### src/rtl/funct_generator_pkg.sv
// Shared types and constants for the function generator.
// Wave index enum matches the output mux select encoding.
package funct_generator_pkg;

    typedef enum logic [1:0] {
        WAVE_SQUARE = 2'd0,
        WAVE_SAW    = 2'd1,
        WAVE_TRI    = 2'd2,
        WAVE_RAMP   = 2'd3
    } wave_e;

    localparam int unsigned WAVE_NUM = 4;

    localparam int unsigned DEF_DATA_W  = 32;
    localparam int unsigned DEF_PHASE_W = 32;
    localparam int unsigned DEF_AMP_W   = 16;

    // Reset duty is half scale; unity gain is the amp MSB alone.
    localparam logic [DEF_PHASE_W-1:0] DUTY_RST  = 32'h8000_0000;
    localparam logic [DEF_AMP_W-1:0]   AMP_UNITY = 16'h8000;

endpackage

### src/rtl/funct_generator_shaper.sv
// Combinational phase -> {square, saw, triangle, ramp} shaping.
// Ports: ph_i phase, duty_i square threshold, wave_o indexed by wave_e.
module funct_generator_shaper
    import funct_generator_pkg::*;
#(
    parameter int DATA_WIDTH  = 32,
    parameter int PHASE_WIDTH = 32
) (
    input  logic [PHASE_WIDTH-1:0]              ph_i,
    input  logic [PHASE_WIDTH-1:0]              duty_i,
    output logic [WAVE_NUM-1:0][DATA_WIDTH-1:0] wave_o
);

    localparam int W = DATA_WIDTH;
    localparam logic [W-1:0] MSB = {1'b1, {(W-1){1'b0}}};

    logic [W-1:0] ph;
    logic [W-1:0] fold;
    logic [W-1:0] saw;

    assign ph   = ph_i[PHASE_WIDTH-1 -: W];
    // Doubled phase; mirrored in the upper half to form the triangle.
    assign fold = {ph[W-2:0], 1'b0};
    // Flipping the MSB maps unsigned phase to a signed ramp.
    assign saw  = ph ^ MSB;

    always_comb begin
        wave_o              = '0;
        wave_o[WAVE_SAW]    = saw;
        wave_o[WAVE_RAMP]   = ~saw;
        wave_o[WAVE_TRI]    = (ph[W-1] ? ~fold : fold) ^ MSB;
        wave_o[WAVE_SQUARE] = (ph_i < duty_i) ? ~MSB : MSB;
    end

endmodule

### src/rtl/funct_generator_wave.sv
// Phase-accumulator source of four amplitude-scaled signed waveforms.
// Ports: enh step, cfg_we_i/freq_i/duty_i/amp_i config, sync_i phase reset,
//        data_0..3_o square/saw/tri/ramp, valid_o new sample, wrap_o overflow.
module funct_generator_wave
    import funct_generator_pkg::*;
#(
    parameter int DATA_WIDTH  = 32,
    parameter int PHASE_WIDTH = 32,
    parameter int AMP_WIDTH   = 16
) (
    input  logic                   clk,
    input  logic                   rst,
    input  logic                   enh,
    input  logic                   cfg_we_i,
    input  logic [PHASE_WIDTH-1:0] freq_i,
    input  logic [PHASE_WIDTH-1:0] duty_i,
    input  logic [AMP_WIDTH-1:0]   amp_i,
    input  logic                   sync_i,
    output logic [DATA_WIDTH-1:0]  data_0_o,
    output logic [DATA_WIDTH-1:0]  data_1_o,
    output logic [DATA_WIDTH-1:0]  data_2_o,
    output logic [DATA_WIDTH-1:0]  data_3_o,
    output logic                   valid_o,
    output logic                   wrap_o
);

    localparam int W = DATA_WIDTH;
    localparam int P = PHASE_WIDTH;
    localparam int A = AMP_WIDTH;

    localparam logic [P-1:0] DUTY_INIT = {1'b1, {(P-1){1'b0}}};
    localparam logic [A-1:0] AMP_ONE   = {1'b1, {(A-1){1'b0}}};

    typedef logic [WAVE_NUM-1:0][W-1:0] waves_t;

    logic [P-1:0]   freq_q, duty_q, phase_q, ph_s0_q;
    logic [A-1:0]   amp_q, amp_d;
    logic [P:0]     sum_d;
    logic           v0_q, v1_q, valid_q, wrap_q;
    waves_t         shp_d, shp_q, scl_d, data_q;
    logic signed [W+A:0] amp_ext;

    assign sum_d   = {1'b0, phase_q} + {1'b0, freq_q};
    assign amp_d   = (amp_i > AMP_ONE) ? AMP_ONE : amp_i;
    assign amp_ext = {{(W+1){1'b0}}, amp_q};

    funct_generator_shaper #(
        .DATA_WIDTH (W),
        .PHASE_WIDTH(P)
    ) u_shaper (
        .ph_i  (ph_s0_q),
        .duty_i(duty_q),
        .wave_o(shp_d)
    );

    // Gain <= 1 keeps the floored product within W bits.
    always_comb begin
        scl_d = '0;
        for (int i = 0; i < WAVE_NUM; i++) begin
            scl_d[i] = W'(($signed({{(A+1){shp_q[i][W-1]}}, shp_q[i]})
                           * amp_ext) >>> (A-1));
        end
    end

    always_ff @(posedge clk) begin
        if (rst) begin
            freq_q  <= '0;
            duty_q  <= DUTY_INIT;
            amp_q   <= AMP_ONE;
            phase_q <= '0;
            ph_s0_q <= '0;
            shp_q   <= '0;
            data_q  <= '0;
            v0_q    <= 1'b0;
            v1_q    <= 1'b0;
            valid_q <= 1'b0;
            wrap_q  <= 1'b0;
        end else begin
            if (cfg_we_i) begin
                freq_q <= freq_i;
                duty_q <= duty_i;
                amp_q  <= amp_d;
            end
            if (sync_i) begin
                phase_q <= '0;
            end else if (enh) begin
                phase_q <= sum_d[P-1:0];
            end
            wrap_q <= enh & ~sync_i & sum_d[P];
            if (enh) begin
                ph_s0_q <= phase_q;
            end
            v0_q <= enh;
            if (v0_q) begin
                shp_q <= shp_d;
            end
            v1_q <= v0_q;
            if (v1_q) begin
                data_q <= scl_d;
            end
            valid_q <= v1_q;
        end
    end

    assign data_0_o = data_q[WAVE_SQUARE];
    assign data_1_o = data_q[WAVE_SAW];
    assign data_2_o = data_q[WAVE_TRI];
    assign data_3_o = data_q[WAVE_RAMP];
    assign valid_o  = valid_q;
    assign wrap_o   = wrap_q;

endmodule
### config.mk
export PLATFORM = sky130hd
export DESIGN_NAME = funct_generator_wave
export DESIGN_NICKNAME = d
export VERILOG_FILES = /design/src/rtl/funct_generator_pkg.sv /design/src/rtl/funct_generator_shaper.sv /design/src/rtl/funct_generator_wave.sv
export SDC_FILE = /design/constraint.sdc
export NUM_CORES = 2
export LEC_CHECK = 0
export BUFFER_PORTS_ARGS = -buffer_cell sky130_fd_sc_hd__buf_2
export CORE_ASPECT_RATIO = 0.9
export CORE_MARGIN = 3
export CORE_UTILIZATION = 51
export CTS_CLUSTER_SIZE = 16
export DETAILED_ROUTE_END_ITERATION = 12
export PLACE_DENSITY = 0.67
export SYNTH_ARGS = -nofsm -noshare
export SYNTH_HDL_FRONTEND = slang
export SYNTH_HIERARCHICAL = 1
export SYNTH_SLANG_ARGS = --single-unit
export TNS_END_PERCENT = 10
### constraint.sdc
create_clock -name clk -period 8.6 [get_ports clk]
set_clock_uncertainty 0.15 [all_clocks]
set_input_delay 0.86 -clock clk [delete_from_list [all_inputs] [get_ports clk]]
set_output_delay 0.86 -clock clk [all_outputs]
set_load 0.01 [all_outputs]
# Yosys cells after proc, flatten, opt, wreduce, memory -nomap -nowiden
# Cells that the tools add are included.
# op_classes
addsub,1
multipliers,4
n_div,0
magnitude_cmp,2
n_eq_ne,0
shifts,0
muxes,3
bitwise,7
n_reduce_logical,1
# ops
operator,count
$mul A32 B17 Y47,4
$mux W32,2
$not A32 Y32,2
$add A32 B32 Y33,1
$lt A32 B32 Y1,1
$gt A16 B16 Y1 const B,1
$mux W16,1
$not A1 Y1,3
$and A1 B1 Y1,2
$reduce_or A2 Y1,1
# word_totals
reg_bits,404
latch_bits,0
ramBits,0
rom_bits,0
in_bits,85
out_inout_bits,130
elab_cells,35
mem_count,0

# Logic depth before layout (Yosys ltp)
# depth
ltp_word,3
ltp_mapped,27
mapped_depth_nobuf,25

# Modules after synthesis
# Netlist, hierarchy kept.
# modules_own_cells
module,instances,cells_each,area_each_um2,seq_area_each_um2
funct_generator_wave,1,9263,83616.4,8087.8
funct_generator_shaper,1,238,1661.6,0.0

# Worst setup path before layout
# Ideal clock, no wire load.
# synth_timing
path_type,register -> register
from,reg amp_q[8]
to,"reg data_q, in the netlist data_2_o[25]"
setup_time_ns,0.124
arrival_time_ns,6.195
required_ns,8.326
setup_slack_ns,2.131
stages_incl_launch_ff,26
n_path_buf,2
period_less_slack_ns,6.469
path_cell_list,dfxtp_1 -> clkbuf_1 -> clkbuf_1 -> nand2_1 -> fa_1 -> inv_1 -> fa_1 -> inv_1 -> fa_1 -> inv_1 -> fa_1 -> fa_1 -> inv_1 -> fa_1 -> inv_1 -> ha_1 -> a21oi_1 -> o21ai_0 -> a221oi_1 -> nand3_1 -> a22oi_4 -> o21ai_2 -> a221o_1 -> a21oi_1 -> xor2_1 -> o21ai_1
# synth_via
elab_chain_len,1
# synth_lines
element,line,rtl
from (decl),funct_generator_wave.sv:37,"logic [A-1:0] amp_q, amp_d;"
from (signal assigned),funct_generator_wave.sv:82,amp_q <= amp_d;
$mul A32 B17 Y47,funct_generator_wave.sv:61,* amp_ext) >>> (A-1));
to (signal assigned),funct_generator_wave.sv:99,data_q <= scl_d;
to (decl),funct_generator_wave.sv:40,"waves_t shp_d, shp_q, scl_d, data_q;"
# Every way passes these cells.
# A chain may end at the register's enable or synchronous reset.

# Final worst setup path
# layout_timing
from,reg amp_q[8]
to,"reg data_q, in the netlist data_1_o[31]"
# Same word-level chain as after synthesis.

==> impl_results.md <==
- Post-CTS sizing: 0
- TNS Setup: 0 ns
- Power consumption: 6.26 mW
- Most frequent cell after synthesis: inv_1
- First-pass GRT wire length: 370 mm
- Worst-Margin Slew: 1.26 ns
- Clk buf depth: 3
- Hold depth: 3
- Combinational power share: 27.4%
- Number of flops mapped to enable cells by yosys: 0
- Worst Hold Class: in -> reg
- Die Span Y: 394 µm
- Synthesized area: 85300 µm²
- Die Wd: 437 µm
- Critical Path Most Common Cell: fa_1
- Final period utilization: 88.0%
- CTS tree: done
- Filler cell count: 15.0k
- Initial Utilization: 51.6%
- Slew Limit Fails: 0
- Synth Instances: 9501
- #FFs+latches synth: 404
- GRT Overall Usage: 27.1%
- Setup CP Type: reg -> reg
- Placer Congestion: 0.888
- YS warnings: 6
- Clock share of power: 38.0%
- CTS Root Cell: clkbuf_16
- Seq/Total Area, Yosys: 9.48%
- RSZ-0062 raised after global routing: false
- Final setup violation count: 0
- Slowest cell on the critical path: dfxtp_4
- Largest register FFs: 128
- Top cells by area, synth: fa_1 (45%), inv_1 (10%), dfxtp_1 (9.5%)
- Drt total wl: 225 mm
- Total gr overflow: 0
- Setup slack after layout: 1.04 ns
- Share of cells above drive strength 1: 4.97%
- Initial DRC count: 3940
- CTS sink count: 404
- TritonCTS buffer count: 54
- Critical Path End Type: register
- HPWL after DPL: 173 mm
- WL/cell: 19.4 µm
- LEAKAGE: 46.8 nW
- Die area: 172000 µm²
- Initial antenna violation count: 5
- Number of routed nets with antenna violations: 0
- Cell total after placement: 11.5k
- Max stage delay on crit path: 0.85 ns
- Switch Pwr: 2.33 mW
- Leading area contributor after synthesis: fa_1
- Area of the multi-input gates: 66400 µm²
- Max frequency: 132 MHz
- Yosys top cell area share: 44.6%
- Storage cell area: 8160 µm²
- Most used DFF post-synth: dfxtp_1
- Reg power frac: 34.7%
- Pre-CTS WS: 1.16 ns
- Max-cap violations: 0
- Most flop-heavy register: shp_q
- CTS H-tree lvls: 2
- Antenna cell count: 0
- Worst VDD drop: 0.162 mV
- Slew headroom: 15.4%
- Yosys cell types: 82
- Status: complete, no violations
- Final hold vios: 0
- Drt drc: 0
- Nets: 11.9k
- Core area: 165000 µm²
- P&R area growth vs syn: 5.40%
- Worst-skew pair later-pin latency: 0.71 ns
- Int Power: 3.93 mW
- Mean Syn Cell Area: 8.98 µm²
- Worst path required time: 9.00 ns
- Worst Path Max Fanout: 40
- Detailed Routing Iterations Pass 1: 9
- Post-synth top cells: inv_1 (2283), fa_1 (1901), nand2_1 (1282), and2_1 (889), ha_1 (503)
- Clock-pin slew on the worst setup and hold paths: 0.07 ns
- Port bufs: 214
- I/O pins: 215
- Ys async rst share: 0%
- Mapped Nets: 12.0k
- Vias in the first global route: 66.9k
- Post-CTS Setup Bufs: 0
- Vias/cell: 5.28
- Core Rows: 141
- Largest net degree at the start of global routing: 176
- Hold buffer count at CTS: 0
- Final Non-Filler Cells: 11.6k
- Pwr dens: 69.6 nW/µm²
- Worst EP arrival: 7.97 ns
- DR vias: 61.3k
- Worst path cell trace: buf_4, nand2_1, fa_1, inv_1, fa_1, fa_1, fa_1, fa_1, inv_1, fa_1, inv_1, ha_1, a21o_1, a21oi_1, o221ai_1, a31oi_1, o2111a_1, o211ai_1, nand4_1, and3b_1, mux2i_1, nor3_1
- CP Launch Type: register
- Switching part of the total: 37.2%
- Post-layout min period: 7.56 ns
- Depth of the most critical reg-to-reg path: 22
[per-stage QoR]
step,utilization (%),hold WS (ns),area (µm²)
detailed placement,53.3,0.289,88000
floorplan,-,0.301,85300
global placement,53.3,0.280,88000
finish,54.4,0.241,89900
CTS,54.4,0.191,89900
global route,54.4,0.225,89900
[worst paths after layout]
kind,slack (ns),startpoint,end
max,1.04,amp_q[8],data_1_o[31]
min,0.24,duty_i[3],duty_q[3]
max reg2reg,1.04,amp_q[8],data_1_o[31]
min reg2reg,0.30,data_0_o[25],data_0_o[25]
[power groups by stage]
stage          logic [mW]  registers (mW)  clock network (mW)
2_1_floorplan        1.25            2.04                   0
3_3_place_gp         1.68            2.20                   0
3_5_place_dp         1.71            2.20                   0
4_1_cts              1.73            2.16                2.45
5_1_grt              1.93            2.18                2.51
6_report             1.71            2.17                2.38
[kinds of logic after synthesis]
logic type	synth area share, %
buf+inv	12.6
simple gates	15.4
fa+ha+maj	52.0
compound gates	4.67
flops	9.48
mux	3.50
xor+xnor	2.28
[final cells by class]
type / count / area share (%)
multi-input combinational: 6291 / 73.9
timing repair buffer: 328 / 2.36
clock inverter: 31 / 0.411
tap: 2216 / 3.08
sequential: 404 / 9.07
inverter: 2283 / 9.53
clock buffer: 68 / 1.63
[cell usage in the layout (no fill, tap or decap), drive strengths merged, types with 122 or more instances in the layout]
cell type     n
fa         1901
xnor2       124
dfxtp       404
inv        2290
buf         328
nand2      1282
o21ai       122
ha          503
a21oi       168
mux2i       296
nor2        368
and2        889
[critical path: cells and delay by family (launching register included)]
kind / cells / cell delay, ns
simple gates: 4 / 0.58
buf+inv: 4 / 0.48
fa+ha+maj: 7 / 3.41
flops: 1 / 0.85
mux: 1 / 0.20
compound gates: 6 / 1.72
[metal layers]
layer  routed length (µm)  GRT usage, %  vias up
met1                92000          36.1    31300
li1                     -             -    27400
met4                10600          11.0        4
met2               105000          43.8     2214
met5                   21             0        -
met3                17200          4.73      445
Note: power is estimated with default switching activity, not from simulation.
